### src/rtl/marker_row_scheduler_if.sv
// Signal bundle between the video timing / count_flips detector side and the
// marker row scheduler. The scheduler is the slave; the timing source and bench are the master.
interface marker_row_scheduler_if;
  logic        frame_start_in;
  logic        line_start_in;
  logic [9:0]  vcount_in;
  logic        det_done_in;
  logic [10:0] det_coord_in;
  logic [10:0] det_prob_in;
  logic        det_rst_out;
  logic        row_hit_out;
  logic [10:0] row_x_out;
  logic        marker_valid_out;
  logic [10:0] marker_x_out;
  logic [9:0]  marker_y_out;

  modport slave (
    input  frame_start_in, line_start_in, vcount_in,
    input  det_done_in, det_coord_in, det_prob_in,
    output det_rst_out, row_hit_out, row_x_out,
    output marker_valid_out, marker_x_out, marker_y_out
  );

  modport master (
    output frame_start_in, line_start_in, vcount_in,
    output det_done_in, det_coord_in, det_prob_in,
    input  det_rst_out, row_hit_out, row_x_out,
    input  marker_valid_out, marker_x_out, marker_y_out
  );
endinterface

### src/rtl/marker_row_scheduler.sv
// Drives one count_flips row detector across a frame: best candidate per row,
// vertical run chaining, and one marker centre reported at the next frame start.
module marker_row_scheduler #(
  parameter int unsigned RST_CYCLES = 2,
  parameter int unsigned PROB_THRES = 60,
  parameter int unsigned X_TOL      = 8,
  parameter int unsigned MIN_ROWS   = 4,
  parameter int unsigned MAX_MISS   = 1
) (
  input  logic                   clk_in,
  input  logic                   rst_n_in,
  marker_row_scheduler_if.slave  bus
);

  localparam int CNT_W  = $clog2(RST_CYCLES + 1);
  localparam int MISS_W = $clog2(MAX_MISS + 2);

  typedef enum logic [2:0] {IDLE, ROW_RST, SCAN, ROW_END, FRAME_END} state_e;

  state_e             state_q, state_d;
  logic [CNT_W-1:0]   rst_cnt_q, rst_cnt_d;
  logic               det_rst_q, det_rst_d;
  logic               frame_flag_q, frame_flag_d;
  logic [10:0]        row_best_prob_q, row_best_prob_d;
  logic [10:0]        row_best_x_q, row_best_x_d;
  logic               row_found_q, row_found_d;
  logic [9:0]         run_len_q, run_len_d;
  logic [10:0]        run_x_q, run_x_d;
  logic [9:0]         run_y0_q, run_y0_d;
  logic [MISS_W-1:0]  miss_cnt_q, miss_cnt_d;
  logic [9:0]         frame_best_len_q, frame_best_len_d;
  logic [10:0]        frame_best_x_q, frame_best_x_d;
  logic [9:0]         frame_best_y_q, frame_best_y_d;
  logic               row_hit_q, row_hit_d;
  logic [10:0]        row_x_q, row_x_d;
  logic               marker_valid_q, marker_valid_d;
  logic [10:0]        marker_x_q, marker_x_d;
  logic [9:0]         marker_y_q, marker_y_d;

  logic        accept;
  logic [10:0] x_diff;
  logic [11:0] x_sum;
  logic        close_better;
  logic [9:0]  close_y;
  logic [9:0]  closed_len;
  logic [10:0] closed_x;
  logic [9:0]  closed_y;

  // Strict '<' against the running best keeps the earlier candidate on ties.
  assign accept = bus.det_done_in
               && (bus.det_prob_in < 11'(PROB_THRES))
               && (bus.det_prob_in < row_best_prob_q);

  // Compare before subtracting so the distance never wraps.
  assign x_diff = (row_best_x_q >= run_x_q) ? (row_best_x_q - run_x_q)
                                            : (run_x_q - row_best_x_q);
  assign x_sum  = {1'b0, row_best_x_q} + {1'b0, run_x_q};

  assign close_better = run_len_q > frame_best_len_q;
  assign close_y      = run_y0_q + (run_len_q >> 1);
  assign closed_len   = close_better ? run_len_q : frame_best_len_q;
  assign closed_x     = close_better ? run_x_q   : frame_best_x_q;
  assign closed_y     = close_better ? close_y   : frame_best_y_q;

  always_comb begin
    // NOTE: every _d gets a default before the case so no path leaves it unassigned (no latches).
    state_d          = state_q;
    rst_cnt_d        = rst_cnt_q;
    frame_flag_d     = frame_flag_q;
    row_best_prob_d  = row_best_prob_q;
    row_best_x_d     = row_best_x_q;
    row_found_d      = row_found_q;
    run_len_d        = run_len_q;
    run_x_d          = run_x_q;
    run_y0_d         = run_y0_q;
    miss_cnt_d       = miss_cnt_q;
    frame_best_len_d = frame_best_len_q;
    frame_best_x_d   = frame_best_x_q;
    frame_best_y_d   = frame_best_y_q;
    row_hit_d        = 1'b0;
    row_x_d          = row_x_q;
    marker_valid_d   = 1'b0;
    marker_x_d       = marker_x_q;
    marker_y_d       = marker_y_q;

    unique case (state_q)
      IDLE: begin
        if (bus.frame_start_in) begin
          state_d   = ROW_RST;
          rst_cnt_d = '0;
        end
      end

      ROW_RST: begin
        row_best_prob_d = '1;
        row_found_d     = 1'b0;
        if (bus.frame_start_in) begin
          // Partial row is dropped; the previous frame is still reported.
          state_d   = FRAME_END;
          rst_cnt_d = '0;
        end else if (bus.line_start_in) begin
          rst_cnt_d = '0;
        end else if (32'(rst_cnt_q) == RST_CYCLES - 1) begin
          state_d = SCAN;
        end else begin
          rst_cnt_d = rst_cnt_q + 1'b1;
        end
      end

      SCAN: begin
        if (accept) begin
          row_best_prob_d = bus.det_prob_in;
          row_best_x_d    = bus.det_coord_in;
          row_found_d     = 1'b1;
        end
        if (bus.frame_start_in) begin
          frame_flag_d = 1'b1;
          state_d      = ROW_END;
        end else if (bus.line_start_in) begin
          state_d = ROW_END;
        end
      end

      ROW_END: begin
        if (row_found_q) begin
          row_hit_d  = 1'b1;
          row_x_d    = row_best_x_q;
          miss_cnt_d = '0;
          if ((run_len_q != 10'd0) && (x_diff <= 11'(X_TOL))) begin
            run_len_d = (run_len_q == 10'h3FF) ? run_len_q : run_len_q + 10'd1;
            run_x_d   = x_sum[11:1];
          end else begin
            if (close_better) begin
              frame_best_len_d = run_len_q;
              frame_best_x_d   = run_x_q;
              frame_best_y_d   = close_y;
            end
            run_len_d = 10'd1;
            run_x_d   = row_best_x_q;
            run_y0_d  = bus.vcount_in;
          end
        end else if (run_len_q != 10'd0) begin
          if (32'(miss_cnt_q) + 1 > MAX_MISS) begin
            if (close_better) begin
              frame_best_len_d = run_len_q;
              frame_best_x_d   = run_x_q;
              frame_best_y_d   = close_y;
            end
            run_len_d  = 10'd0;
            miss_cnt_d = '0;
          end else begin
            miss_cnt_d = miss_cnt_q + 1'b1;
          end
        end
        if (frame_flag_q || bus.frame_start_in) begin
          frame_flag_d = 1'b0;
          state_d      = FRAME_END;
        end else begin
          state_d   = ROW_RST;
          rst_cnt_d = '0;
        end
      end

      FRAME_END: begin
        if (closed_len >= 10'(MIN_ROWS)) begin
          marker_valid_d = 1'b1;
          marker_x_d     = closed_x;
          marker_y_d     = closed_y;
        end
        frame_best_len_d = '0;
        frame_best_x_d   = '0;
        frame_best_y_d   = '0;
        run_len_d        = '0;
        run_x_d          = '0;
        run_y0_d         = '0;
        miss_cnt_d       = '0;
        frame_flag_d     = 1'b0;
        state_d          = ROW_RST;
        rst_cnt_d        = '0;
      end

      default: state_d = IDLE;
    endcase

    det_rst_d = (state_d != SCAN);
  end

  // NOTE: every register here is a handful of control/data flops, so all of them get an async reset value.
  always_ff @(posedge clk_in or negedge rst_n_in) begin
    if (!rst_n_in) begin
      state_q          <= IDLE;
      rst_cnt_q        <= '0;
      det_rst_q        <= 1'b1;
      frame_flag_q     <= 1'b0;
      row_best_prob_q  <= '0;
      row_best_x_q     <= '0;
      row_found_q      <= 1'b0;
      run_len_q        <= '0;
      run_x_q          <= '0;
      run_y0_q         <= '0;
      miss_cnt_q       <= '0;
      frame_best_len_q <= '0;
      frame_best_x_q   <= '0;
      frame_best_y_q   <= '0;
      row_hit_q        <= 1'b0;
      row_x_q          <= '0;
      marker_valid_q   <= 1'b0;
      marker_x_q       <= '0;
      marker_y_q       <= '0;
    end else begin
      // NOTE: non-blocking so every flop samples the values from before this edge.
      state_q          <= state_d;
      rst_cnt_q        <= rst_cnt_d;
      det_rst_q        <= det_rst_d;
      frame_flag_q     <= frame_flag_d;
      row_best_prob_q  <= row_best_prob_d;
      row_best_x_q     <= row_best_x_d;
      row_found_q      <= row_found_d;
      run_len_q        <= run_len_d;
      run_x_q          <= run_x_d;
      run_y0_q         <= run_y0_d;
      miss_cnt_q       <= miss_cnt_d;
      frame_best_len_q <= frame_best_len_d;
      frame_best_x_q   <= frame_best_x_d;
      frame_best_y_q   <= frame_best_y_d;
      row_hit_q        <= row_hit_d;
      row_x_q          <= row_x_d;
      marker_valid_q   <= marker_valid_d;
      marker_x_q       <= marker_x_d;
      marker_y_q       <= marker_y_d;
    end
  end

  assign bus.det_rst_out      = det_rst_q;
  assign bus.row_hit_out      = row_hit_q;
  assign bus.row_x_out        = row_x_q;
  assign bus.marker_valid_out = marker_valid_q;
  assign bus.marker_x_out     = marker_x_q;
  assign bus.marker_y_out     = marker_y_q;

endmodule

### src/flat_wrapper.sv
// flat-port wrapper written by rule: the top's interface ports become plain ports
module marker_row_scheduler_flat 
#(
  parameter int unsigned RST_CYCLES = 2,
  parameter int unsigned PROB_THRES = 60,
  parameter int unsigned X_TOL      = 8,
  parameter int unsigned MIN_ROWS   = 4,
  parameter int unsigned MAX_MISS   = 1
)
  (clk_in, rst_n_in, bus_frame_start_in, bus_line_start_in, bus_vcount_in, bus_det_done_in, bus_det_coord_in, bus_det_prob_in, bus_det_rst_out, bus_row_hit_out, bus_row_x_out, bus_marker_valid_out, bus_marker_x_out, bus_marker_y_out);
  marker_row_scheduler_if bus_i ();
  input  logic clk_in;
  input  logic rst_n_in;
  input wire logic [$bits(bus_i.frame_start_in)-1:0] bus_frame_start_in;
  input wire logic [$bits(bus_i.line_start_in)-1:0] bus_line_start_in;
  input wire logic [$bits(bus_i.vcount_in)-1:0] bus_vcount_in;
  input wire logic [$bits(bus_i.det_done_in)-1:0] bus_det_done_in;
  input wire logic [$bits(bus_i.det_coord_in)-1:0] bus_det_coord_in;
  input wire logic [$bits(bus_i.det_prob_in)-1:0] bus_det_prob_in;
  output wire logic [$bits(bus_i.det_rst_out)-1:0] bus_det_rst_out;
  output wire logic [$bits(bus_i.row_hit_out)-1:0] bus_row_hit_out;
  output wire logic [$bits(bus_i.row_x_out)-1:0] bus_row_x_out;
  output wire logic [$bits(bus_i.marker_valid_out)-1:0] bus_marker_valid_out;
  output wire logic [$bits(bus_i.marker_x_out)-1:0] bus_marker_x_out;
  output wire logic [$bits(bus_i.marker_y_out)-1:0] bus_marker_y_out;
  assign bus_i.frame_start_in = bus_frame_start_in;
  assign bus_i.line_start_in = bus_line_start_in;
  assign bus_i.vcount_in = bus_vcount_in;
  assign bus_i.det_done_in = bus_det_done_in;
  assign bus_i.det_coord_in = bus_det_coord_in;
  assign bus_i.det_prob_in = bus_det_prob_in;
  assign bus_det_rst_out = bus_i.det_rst_out;
  assign bus_row_hit_out = bus_i.row_hit_out;
  assign bus_row_x_out = bus_i.row_x_out;
  assign bus_marker_valid_out = bus_i.marker_valid_out;
  assign bus_marker_x_out = bus_i.marker_x_out;
  assign bus_marker_y_out = bus_i.marker_y_out;
  marker_row_scheduler #(.RST_CYCLES(RST_CYCLES), .PROB_THRES(PROB_THRES), .X_TOL(X_TOL), .MIN_ROWS(MIN_ROWS), .MAX_MISS(MAX_MISS)) u_core (.clk_in(clk_in), .rst_n_in(rst_n_in), .bus(bus_i));
endmodule
### config.mk
export PLATFORM = sky130hd
export DESIGN_NAME = marker_row_scheduler_flat
export DESIGN_NICKNAME = d
export VERILOG_FILES = /design/src/rtl/marker_row_scheduler_if.sv /design/src/rtl/marker_row_scheduler.sv /design/src/flat_wrapper.sv
export SDC_FILE = /design/constraint.sdc
export NUM_CORES = 1
export LEC_CHECK = 0
export BUFFER_PORTS_ARGS = -buffer_cell sky130_fd_sc_hd__buf_2
export CELL_PAD_IN_SITES_DETAIL_PLACEMENT = 1
export CELL_PAD_IN_SITES_GLOBAL_PLACEMENT = 1
export CORE_MARGIN = 4
export CORE_UTILIZATION = 50
export DETAILED_ROUTE_END_ITERATION = 8
export GPL_ROUTABILITY_DRIVEN = 0
export PLACE_DENSITY = 0.86
export SETUP_SLACK_MARGIN = 0.3
export SLEW_MARGIN = 10
export SYNTH_ARGS = -nofsm -noshare
export SYNTH_HDL_FRONTEND = slang
export SYNTH_SLANG_ARGS = --single-unit
### constraint.sdc
create_clock -name clk_in -period 5.43 [get_ports clk_in]
set_input_delay 0.543 -clock clk_in [delete_from_list [all_inputs] [get_ports clk_in]]
set_output_delay 0.543 -clock clk_in [all_outputs]
set_load 0.05 [all_outputs]
==> summary.md, run 1 <==
| Metric | Value |
|---|---|
| Cell Rows | `between 40 and 50` |
| Synth Cell Area | `about 8000 um2` |
| Ratio of final minimum period to clock period | `~82%` |
| Post-route setup TNS | `0 ns` |
| Max frequency | `~0.22 GHz` |
| Crit Path Class | `flop to flop` |
| RSZ-0062 raised after global routing | `false` |
| Tot GR Track Use | `between 20% and 30%` |
| Sink Count | `about 130` |
| Vias per cell | `~6.1` |
| WP data required | `just under 6 ns` |
| FILL cells | `approximately 1,800` |
| Layout cells sized above 1 | `~16%` |
| Max stage delay on crit path | `slightly below 0.7 ns` |
| Skew final | `around 0.0074 ns` |
| Port buffer count | `between 70 and 80` |
| Clk_lat worst skew | `about 0.43 ns` |
| Worst path slowest cell | `ha_1` |
| H-tree level count | `4` |
| Initial antenna violation count | `0` |
| Actual slew at the worst max-slew pin | `about 1 ns` |
| Share of the synthesized area in the top cell type | `39.8%` |
| Final hold slack | `0.256 ns` |
| Tot Pwr | `~3.4 mW` |
| CP endpoint kind | `flop` |
| Synthesized area per cell | `approximately 9.3 um2` |
| Final HPWL DP | `around 16 mm` |
| Buffer count from post-CTS setup fixing | `0` |
| Post-synth EDFFs | `0` |
| Clock root buffer master | `clkbuf_16` |
| # resized after CTS | `0` |
| Average wire per standard cell | `21.1 um` |
| Pin count of the biggest net entering global routing | `81` |
| Vias | `6,931` |
| HP Class | `input pin to asynchronous set/reset pin` |
| Yosys cell types | `60` |
| Leak | `between 4 and 5 nW` |
| Worst vdd ir | `roughly 0.26 mV` |
| Post-route ant nets | `0` |
| Detailed Routing Iterations Pass 1 | `5` |
| Final Setup Violations | `0` |
| First-pass GRT wire length | `39.2 mm` |
| Grt total ovfl | `0` |
| Synth top area cells | `dfrtp_1, ha_1, a22o_1` |
| Post-synth ARST share | `100%` |
| Clock slew at reported path FFs | `about 0.060 ns` |
| Multi-input logic area | `between 4000 and 5000 um2` |
| PD cells | `about 370 nW/um2` |
| FF+latch area | `between 3000 and 4000 um2` |
| Io pins | `between 70 and 80` |
| Final non-filler cell area | `9130 um2` |
| Hold Violations, Final | `0` |
| Slew margin rel. | `33.1%` |
| DRC | `0` |
| Cells along the critical path | `inv_1, ha_1, nand4_1, nor4_4, nor2_1, o211a_1, or3_1, o221a_2, a221oi_4, buf_4, a221o_2, a22o_1` |
| Drt first-iter violations | `about 540` |
| Cell family with most CP delay | `compound AO/OA/AOI/OAI gates` |
| Nets | `between 1,000 and 1,500` |
| Most common cell after layout, fill and taps aside | `dfrtp_1` |
| Hold_buf cts | `0` |
| Net count after synthesis | `a little under 1,000` |
| Critical Path AT | `a little under 5 ns` |
| Clock buffer depth | `2` |
| Min Tclk post-route | `4.47 ns` |
| Status | `finished clean` |
| Most frequent cells in the layout | `dfrtp_1, inv_1, nor2_1` |
| Sum of buffers and inverters on the critical path | `2` |
| Seq/Total Area, Yosys | `40.1%` |
| Vias in the first global route | `7,367` |
| WL final | `24.0 mm` |
| Synth Register Bits | `128` |
| Die area | `about 18,000 um2` |
| Yosys warns | `0` |
| Die X-Extent | `between 100 and 150 um` |
| Ys flop type | `dfrtp_1` |
| Max-slew violation count | `0` |
| CP startpoint kind | `flop` |
| Core area | `15,400 um2` |
| Area grow syn2layout | `14.2%` |
| Cts bufs inserted | `17` |
| Max_cap viols | `0` |
| Crit-path max FO | `35` |
| Largest area contributor in the netlist | `dfrtp_1` |
| Inserted Diodes | `0` |
| Cells after synthesis | `around 860` |
| Placed instance area | `around 8500 um2` |
| Initial core utilization | `between 50 and 60%` |
| Die height | `134 um` |
| CTS tree | `yes` |
==> cells in the mapped netlist, types with 4 or more instances <==
cell type    n
a211oi_1     5
a21boi_0     4
a21o_1      16
a21oi_1     70
a22o_1      41
a31oi_1      6
and3_1       8
buf_2        6
buf_4       11
clkbuf_1    26
dfrtp_1    127
ha_1        65
inv_1       73
mux2_2      20
mux2i_1     21
nand2_1     54
nand2b_1     6
nand3_1     27
nand4_1      7
nor2_1      71
nor2b_1      6
nor3_1      16
o21a_1       9
o21ai_0     55
o21ai_1      5
o21bai_1     8
o311ai_0     9
or3_1        5
or4_1        4
xnor2_1     17
xor2_1       6
==> power by group <==
group          total [mW]  switching (mW)  internal (mW)
Clock                1.19           0.466          0.729
Combinational        1.01           0.710          0.296
Sequential           1.19           0.102           1.09
Total                3.39            1.28           2.11
==> registers in the layout, indices dropped and copies added (netlist names), 11 cells and up <==
| register | flops |
|---|---|
| u_core.row_best_prob_q | 11 |
| u_core.row_best_x_q | 11 |
| u_core.frame_best_x_q | 11 |
| u_core.bus.marker_x_out | 11 |
| u_core.bus.row_x_out | 11 |
| u_core.run_x_q | 11 |
==> routing by layer <==
layer	global-route usage (%)	vias up	routed length (um)
met3	5.36	37	1170
met1	36.1	3520	10700
met5	0	-	0
met4	8.60	0	448
li1	-	3180	-
met2	45.9	194	11600
==> per-stage QoR <==
step | cells | utilization [%] | setup WS (ns)
2_1_floorplan | 857 | - | 2.28
3_3_place_gp | 1106 | 55.2 | 1.21
3_5_place_dp | 1106 | 55.2 | 1.12
4_1_cts | 1138 | 59.1 | 1.04
5_1_grt | 1138 | 59.1 | 0.698
6_report | 1138 | 59.1 | 0.956
==> logic make-up after synthesis <==
family,synth area share [%]
compound gates,21.8
xor+xnor,2.52
fa+ha+maj,10.7
buf+inv,6.17
flops,40.1
mux,5.45
simple gates,13.3
==> area by class of cell <==
cell class / instances / area share, %
clock buffer: 18 / 4.70
clock inverter: 14 / 1.99
inverter: 74 / 3.04
multi-input combinational: 611 / 47.4
sequential: 128 / 35.1
tap: 211 / 2.89
timing repair buffer: 82 / 4.83
==> worst paths after layout <==
kind                                               from                          to  slack (ns)  cells past startpoint
worst max-delay path                  u_core.run_x_q[5]  u_core.frame_best_len_q[5]        0.96                     12
worst min-delay path                           rst_n_in  u_core.bus.marker_x_out[6]        0.26                      1
worst max register to register        u_core.run_x_q[5]  u_core.frame_best_len_q[5]        0.96                     12
worst min register to register  u_core.bus.row_x_out[9]     u_core.bus.row_x_out[9]        0.49                      2
max in group asynchronous                      rst_n_in  u_core.frame_best_len_q[0]        3.90                      2
min in group clk_in                 bus_det_coord_in[4]      u_core.row_best_x_q[4]        0.34                      2
Power figures use the tool's default switching activity.
==> run 2, diff against run 1 <==
ABC_AREA = 1   (was default)
CORE_UTILIZATION = 45   (was 50)
PLACE_DENSITY = 0.82   (was 0.86)
clock period = 4.3 ns   (was 5.43 ns; I/O delays follow)
==> run 2 against run 1 <==
  * Fmax grew 27%
  * Area after synthesis is 6.0% higher
  * Hold slack got worse by 0.14 ns
  * Global-route usage decreased by 2.5 points
  * Setup slack lost 0.17 ns
  * Sequential power grew 32%
  * Final cell count is 29% higher
  * Synthesized cell count rose by 36%
  * Clock power grew 29%
  * Clock skew up 0.0049 ns
  * Critical path type unchanged
  * Critical endpoint is now u_core.frame_best_y_q[3]
  * Largest cell class unchanged
==> summary.md, run 2 <==
| Metric | Value |
|---|---|
| Clock root buffer master | `clkbuf_16 (unchanged)` |
| Io pins | `72 (unchanged)` |
| Synth Register Bits | `128 (unchanged)` |
| Min Tclk post-route | `3.52 ns (was 4.47 ns)` |
| Ys flop type | `dfrtp_1 (unchanged)` |
| Inserted Diodes | `0 (unchanged)` |
| Crit Path Class | `flop to flop (unchanged)` |
| Most common cell in the netlist | `nand2_1 (was dfrtp_1)` |
| Tot GR Track Use | `25.0% (was 27.4%)` |
| CP endpoint kind | `flop (unchanged)` |
| Actual slew at the worst max-slew pin | `1.01 ns (was 1.00 ns)` |
| Hold Violations, Final | `0 (unchanged)` |
| Vias | `7,883 (was 6,931)` |
| CTS tree | `yes (unchanged)` |
| CP startpoint kind | `flop (unchanged)` |
| Drt first-iter violations | `421 (was 539)` |
| Post-synth EDFFs | `0 (unchanged)` |
| Detailed Routing Iterations Pass 1 | `5 (unchanged)` |
| Die height | `145 um (was 134 um)` |
| Synth Cell Area | `8470 um2 (was 7990 um2)` |
| Initial antenna violation count | `0 (unchanged)` |
| Most frequent cells in the layout | `nand2_1, inv_1, dfrtp_1 (was dfrtp_1, inv_1, nor2_1)` |
| Slew margin rel. | `31.9% (was 33.1%)` |
| Skew final | `0.0123 ns (was 0.00745 ns)` |
| Sum of buffers and inverters on the critical path | `3 (was 2)` |
| Initial core utilization | `46.5% (was 51.8%)` |
| Final hold slack | `0.112 ns (was 0.256 ns)` |
| Status | `finished clean (unchanged)` |
| Tot Pwr | `5.15 mW (was 3.39 mW)` |
| Largest area contributor in the netlist | `dfrtp_1 (unchanged)` |
| Final HPWL DP | `19.2 mm (was 16.2 mm)` |
| Clock slew at reported path FFs | `0.07 ns (was 0.06 ns)` |
| HP Class | `input pin to asynchronous set/reset pin (unchanged)` |
| RSZ-0062 raised after global routing | `false (unchanged)` |
| Die area | `21,100 um2 (was 18,100 um2)` |
| Buffer count from post-CTS setup fixing | `0 (unchanged)` |
| First-pass GRT wire length | `43.2 mm (was 39.2 mm)` |
| Crit-path max FO | `48 (was 35)` |
| Synth top area cells | `dfrtp_1, nand2_1, ha_1 (was dfrtp_1, ha_1, a22o_1)` |
| Clock buffer depth | `2 (unchanged)` |
| Leak | `5.13 nW (was 4.54 nW)` |
| Hold_buf cts | `0 (unchanged)` |
| Yosys cell types | `47 (was 60)` |
| Cells along the critical path | `inv_1, ha_1, nand2_1, inv_1, nand2_1, nand2_1, nand2_1, nand2_1, nand2_1, nand2_1, nand2_1, nand2_1, nand3_1, nor2_2, nand3_2, nand2_2, buf_4, nand2_1, o21ai_1 (was inv_1, ha_1, nand4_1, nor4_4, nor2_1, o211a_1, or3_1, o221a_2, a221oi_4, buf_4, a221o_2, a22o_1)` |
| Net count after synthesis | `1,269 (was 961)` |
| PD cells | `536 nW/um2 (was 371 nW/um2)` |
| Critical Path AT | `3.86 ns (was 4.83 ns)` |
| Max stage delay on crit path | `0.59 ns (was 0.69 ns)` |
| Max frequency | `0.284 GHz (was 0.224 GHz)` |
| Seq/Total Area, Yosys | `37.8% (was 40.1%)` |
| Clk_lat worst skew | `0.43 ns (about the same)` |
| Share of the synthesized area in the top cell type | `37.5% (was 39.8%)` |
| # resized after CTS | `0 (unchanged)` |
| CP Launch Point | `u_core.run_x_q[2] (was u_core.run_x_q[5])` |
| Worst path slowest cell | `ha_1 (unchanged)` |
| Worst vdd ir | `0.304 mV (was 0.260 mV)` |
| Sink Count | `128 (unchanged)` |
| Max_cap viols | `0 (unchanged)` |
| Crit-path most repeated cell | `nand2_1` |
| Cells after synthesis | `1,165 (was 857)` |
| Yosys warns | `0 (unchanged)` |
| Vias per cell | `5.36 (was 6.09)` |
| H-tree level count | `4 (unchanged)` |
| Grt total ovfl | `0 (unchanged)` |
| Synthesized area per cell | `7.27 um2 (was 9.33 um2)` |
| Most common cell after layout, fill and taps aside | `nand2_1 (was dfrtp_1)` |
| Pin count of the biggest net entering global routing | `103 (was 81)` |
| Core area | `18,200 um2 (was 15,400 um2)` |
| Max-slew violation count | `0 (unchanged)` |
| Nets | `1,332 (was 1,018)` |
| Average wire per standard cell | `17.4 um (was 21.1 um)` |
| R2R Path Start | `u_core.run_x_q[2] (was u_core.run_x_q[5])` |
| DRC | `0 (unchanged)` |
| Ratio of final minimum period to clock period | `81.8% (was 82.4%)` |
| Top post-synthesis cells by count | `nand2_1, inv_1, dfrtp_1, nand3_1, o21ai_0 (was dfrtp_1, inv_1, nor2_1, a21oi_1, ha_1)` |
| Final Setup Violations | `0 (unchanged)` |
| Die X-Extent | `145 um (was 134 um)` |
| WL final | `25.6 mm (was 24.0 mm)` |
| Cell Rows | `49 (was 45)` |
| Vias in the first global route | `8,474 (was 7,367)` |
| Post-synth ARST share | `100% (unchanged)` |
| Post-route ant nets | `0 (unchanged)` |
| Post-route setup TNS | `0 ns (unchanged)` |
| Area grow syn2layout | `13.4% (was 14.2%)` |
| Cell family with most CP delay | `simple AND/OR/NAND/NOR gates (was compound AO/OA/AOI/OAI gates)` |
| WP data required | `4.64 ns (was 5.79 ns)` |
| Cts bufs inserted | `17 (unchanged)` |
| Port buffer count | `71 (unchanged)` |
| Layout cells sized above 1 | `11.6% (was 15.9%)` |
run 2: cell types whose count changed in the layout (fill, tap and decap cells not counted), sizes merged, moves of 9 or more:
cell / change
a22o: -41
nand2: +341
inv: +62
a21oi: -21
nand3: +69
o21ai: +29
xnor2: -14
o311ai: -9
mux2i: -20
mux2: -19
a21o: -15
xor2: +16
run 2: metrics by stage:
| step | std cells | area (um2) | utilization [%] | setup slack (ns) |
|---|---|---|---|---|
| global route | 1470 | 9600 | 52.7 | 0.413 |
| finish | 1470 | 9600 | 52.7 | 0.781 |
| detailed placement | 1438 | 8990 | 49.4 | 0.784 |
| floorplan | 1165 | 8470 | - | 1.90 |
| CTS | 1470 | 9600 | 52.7 | 0.753 |
| global placement | 1438 | 8990 | 49.4 | 0.889 |
run 2: worst register-to-register path, cell delays in order (launching register included):
cell	delay, ns
dfrtp_1	0.39
inv_1	0.09
ha_1	0.59
nand2_1	0.19
inv_1	0.11
nand2_1	0.08
nand2_1	0.13
nand2_1	0.09
nand2_1	0.06
nand2_1	0.05
nand2_1	0.10
nand2_1	0.06
nand2_1	0.09
nand3_1	0.09
nor2_2	0.17
nand3_2	0.13
nand2_2	0.31
buf_4	0.49
nand2_1	0.11
o21ai_1	0.10
run 2: layout make-up:
| cell class | count | area, um2 |
|---|---|---|
| Fill cell | 2366 | 8610 |
| Multi-Input combinational cell | 861 | 4530 |
| Sequential cell | 128 | 3200 |
| Inverter | 135 | 507 |
| Timing Repair Buffer | 85 | 467 |
| Clock buffer | 18 | 429 |
| Tap cell | 229 | 287 |
| Clock inverter | 14 | 180 |
run 2: path summary, 6_finish.rpt:
| check | endpoint | slack (ns) | cells past startpoint |
|---|---|---|---|
| setup / recovery | u_core.frame_best_y_q[3] | 0.78 | 19 |
| hold / removal | u_core.bus.marker_x_out[2] | 0.11 | 1 |
| setup reg to reg | u_core.frame_best_y_q[3] | 0.78 | 19 |
| hold reg to reg | u_core.bus.marker_y_out[0] | 0.46 | 2 |
| max in group asynchronous | u_core.bus.row_x_out[6] | 3.26 | 2 |
| min in group clk_in | u_core.run_y0_q[4] | 0.21 | 3 |
run 2: routing by layer:
metal  vias up  global-route usage [%]  wire [um]
met5         -                       0          0
met4         0                    8.07        604
met3        43                    4.40        818
met2       138                    42.8      12500
met1      3845                    32.2      11600
li1       3857                       -          -
run 2: report_power, final:
group	switching, mW	internal [mW]	leakage (nW)
Clock	0.610	0.921	0.292
Combinational	1.48	0.565	3.19
Sequential	0.140	1.43	1.66
Total	2.23	2.92	5.13
run 2: cells by family after synthesis:
group           after synthesis  synth area share [%]
simple gates                602                  29.8
buf+inv                     176                  8.71
compound gates              165                  10.7
flops                       128                  37.8
fa+ha+maj                    67                  10.1
xor+xnor                     25                  2.58
mux                           2                 0.251
==> run 3, diff against run 2 <==
clock period = 3.7 ns   (was 4.3 ns; I/O delays follow)
==> run 3 against run 2 <==
  * Routed wire length grew 2.4%
  * Clock skew shrank 0.0012 ns
  * Clock power grew 7%
  * Die area is the same
  * Critical path type unchanged
  * Largest power group unchanged
==> summary.md, run 3 (synthesis results as in run 2) <==
| Metric | Value |
|---|---|
| Max stage delay on crit path | `0.49 ns (was 0.59 ns)` |
| Reg power frac | `31.2% (was 30.5%)` |
| Vias in the first global route | `8,580 (was 8,474)` |
| Final hold slack | `0.0731 ns (was 0.112 ns)` |
| DRC | `0 (unchanged)` |
| Crit Path Class | `flop to flop (unchanged)` |
| Max_cap viols | `0 (unchanged)` |
| Max-slew violation count | `0 (unchanged)` |
| CP endpoint kind | `flop (unchanged)` |
| Clock power frac | `27.8% (was 29.8%)` |
| Hold Violations, Final | `0 (unchanged)` |
| WP data required | `4.06 ns (was 4.64 ns)` |
| PD cells | `609 nW/um2 (was 536 nW/um2)` |
| Drt first-iter violations | `313 (was 421)` |
| P_sw | `2.59 mW (was 2.23 mW)` |
| Nets | `1,337 (was 1,332)` |
| Io pins | `72 (unchanged)` |
| Post-route ant nets | `0 (unchanged)` |
| RSZ-0062 raised after global routing | `false (unchanged)` |
| Final HPWL DP | `19.2 mm (about the same)` |
| Initial core utilization | `46.5% (unchanged)` |
| Most frequent cells in the layout | `nand2_1, inv_1, dfrtp_1 (unchanged)` |
| Cell family with most CP delay | `simple AND/OR/NAND/NOR gates (unchanged)` |
| Max frequency | `0.318 GHz (was 0.284 GHz)` |
| Inserted Diodes | `0 (unchanged)` |
| Clock slew at reported path FFs | `0.06 ns (was 0.07 ns)` |
| Worst vdd ir | `0.286 mV (was 0.304 mV)` |
| Clock buffer depth | `2 (unchanged)` |
| Vias | `8,026 (was 7,883)` |
| Hold_buf cts | `0 (unchanged)` |
| CP startpoint kind | `flop (unchanged)` |
| Crit-path max FO | `22 (was 48)` |
| HP Class | `input pin to asynchronous set/reset pin (unchanged)` |
| Average wire per standard cell | `17.8 um (was 17.4 um)` |
| Core area | `18,200 um2 (unchanged)` |
| Slew margin rel. | `33.0% (was 31.9%)` |
| WL final | `26.2 mm (was 25.6 mm)` |
| Initial antenna violation count | `0 (unchanged)` |
| Cells along the critical path | `ha_1, nand2_1, nor2_1, nand3_1, o2111ai_1, nand2_1, o21ai_0, nand2_1, nor2_1, nand2_1, nand2_1, buf_4, nand2_1, nand2_1 (was inv_1, ha_1, nand2_1, inv_1, nand2_1, nand2_1, nand2_1, nand2_1, nand2_1, nand2_1, nand2_1, nand2_1, nand3_1, nor2_2, nand3_2, nand2_2, buf_4, nand2_1, o21ai_1)` |
| Port buffer count | `71 (unchanged)` |
| Cell Rows | `49 (unchanged)` |
| Most common cell after layout, fill and taps aside | `nand2_1 (unchanged)` |
| Worst path slowest cell | `dfrtp_1 (was ha_1)` |
| Critical Path AT | `3.50 ns (was 3.86 ns)` |
| Layout cells sized above 1 | `12.5% (was 11.6%)` |
| Skew final | `0.0111 ns (was 0.0123 ns)` |
| Clk_lat worst skew | `0.43 ns (about the same)` |
| Final non-filler cell total | `1,475 (was 1,470)` |
| Vias per cell | `5.44 (was 5.36)` |
| Sum of buffers and inverters on the critical path | `1 (was 3)` |
| Net Sw Frac | `44.1% (was 43.3%)` |
| Sink Count | `128 (unchanged)` |
| Ratio of final minimum period to clock period | `84.9% (was 81.8%)` |
| Comb pwr share | `41.0% (was 39.7%)` |
| Placed cells | `1,439 (was 1,438)` |
| Leak | `5.13 nW (about the same)` |
| Post-route setup TNS | `0 ns (unchanged)` |
| Clock root buffer master | `clkbuf_16 (unchanged)` |
| Die area | `21,100 um2 (unchanged)` |
| Detailed Routing Iterations Pass 1 | `4 (was 5)` |
| Tot Pwr | `5.87 mW (was 5.15 mW)` |
| Area grow syn2layout | `13.7% (was 13.4%)` |
| CTS tree | `yes (unchanged)` |
| Min Tclk post-route | `3.14 ns (was 3.52 ns)` |
| First-pass GRT wire length | `43.4 mm (was 43.2 mm)` |
| H-tree level count | `4 (unchanged)` |
| Die height | `145 um (unchanged)` |
| Grt total ovfl | `0 (unchanged)` |
| Tot GR Track Use | `25.2% (was 25.0%)` |
| Status | `finished clean (unchanged)` |
| Crit-path most repeated cell | `nand2_1 (unchanged)` |
| Final Setup Violations | `0 (unchanged)` |
| Cts bufs inserted | `17 (unchanged)` |
| FILL cells | `2,379 (was 2,366)` |
| Internal | `3.28 mW (was 2.92 mW)` |
| Pin count of the biggest net entering global routing | `106 (was 103)` |
| Actual slew at the worst max-slew pin | `1.00 ns (was 1.01 ns)` |
| Die X-Extent | `145 um (unchanged)` |
run 3: cell count changes in the layout (fill, tap and decap cells not counted), sizes merged:
cell	previous run	this run
bufinv	3	1
inv	138	135
buf	85	89
clkinvlp	2	4
clkbuf	18	19
clkinv	6	9
run 3: final timing paths:
check                      slack [ns]  cells past startpoint                        from                          to
max                              0.56                     14         u_core.run_len_q[8]  u_core.bus.marker_x_out[8]
min                              0.07                      1                    rst_n_in  u_core.bus.marker_y_out[4]
max reg2reg                      0.56                     14         u_core.run_len_q[8]  u_core.bus.marker_x_out[8]
min reg2reg                      0.46                      2  u_core.bus.marker_y_out[5]  u_core.bus.marker_y_out[5]
max in group asynchronous        2.82                      2                    rst_n_in          u_core.run_y0_q[7]
min in group clk_in              0.15                      3            bus_vcount_in[2]          u_core.run_y0_q[2]
run 3: power by group through the flow:
stage	Combinational, mW	Clock (mW)	Sequential, mW
2_1_floorplan	1.44	0	2.13
3_3_place_gp	2.28	0	1.84
3_5_place_dp	2.37	0	1.85
4_1_cts	2.40	1.66	1.83
5_1_grt	2.69	1.73	1.87
6_report	2.41	1.63	1.83
run 3: layer usage:
layer | vias to the layer above | share of wire, % | GRT usage [%]
met3 | 50 | 3.8 | 4.80
met4 | 0 | 2.5 | 8.40
met1 | 3928 | 45 | 31.2
met5 | - | 0 | 0
li1 | 3883 | - | -
met2 | 165 | 49 | 44.2
run 3: what timing repair did:
action                     CTS  global route
buffers inserted             0             3
resized for setup            0             9
setup endpoints to repair    0            58
run 3: cell type report:
| type | count | area [um2] | share of cell area, % |
|---|---|---|---|
| Multi-Input combinational cell | 861 | 4550 | 47.2 |
| Sequential cell | 128 | 3200 | 33.3 |
| Timing Repair Buffer | 89 | 522 | 5.41 |
| Inverter | 135 | 510 | 5.30 |
| Clock buffer | 19 | 443 | 4.60 |
| Tap cell | 229 | 287 | 2.97 |
| Clock inverter | 13 | 114 | 1.18 |
| Timing Repair inverter | 1 | 7.51 | 0.0779 |
run 3: stage by stage:
step	worst slack [ns]	cell area, um2	utilization, %
2_1_floorplan	1.30	8470	-
3_3_place_gp	0.488	9010	49.5
3_5_place_dp	0.399	9010	49.5
4_1_cts	0.351	9570	52.6
5_1_grt	0.336	9640	52.9
6_report	0.557	9640	52.9
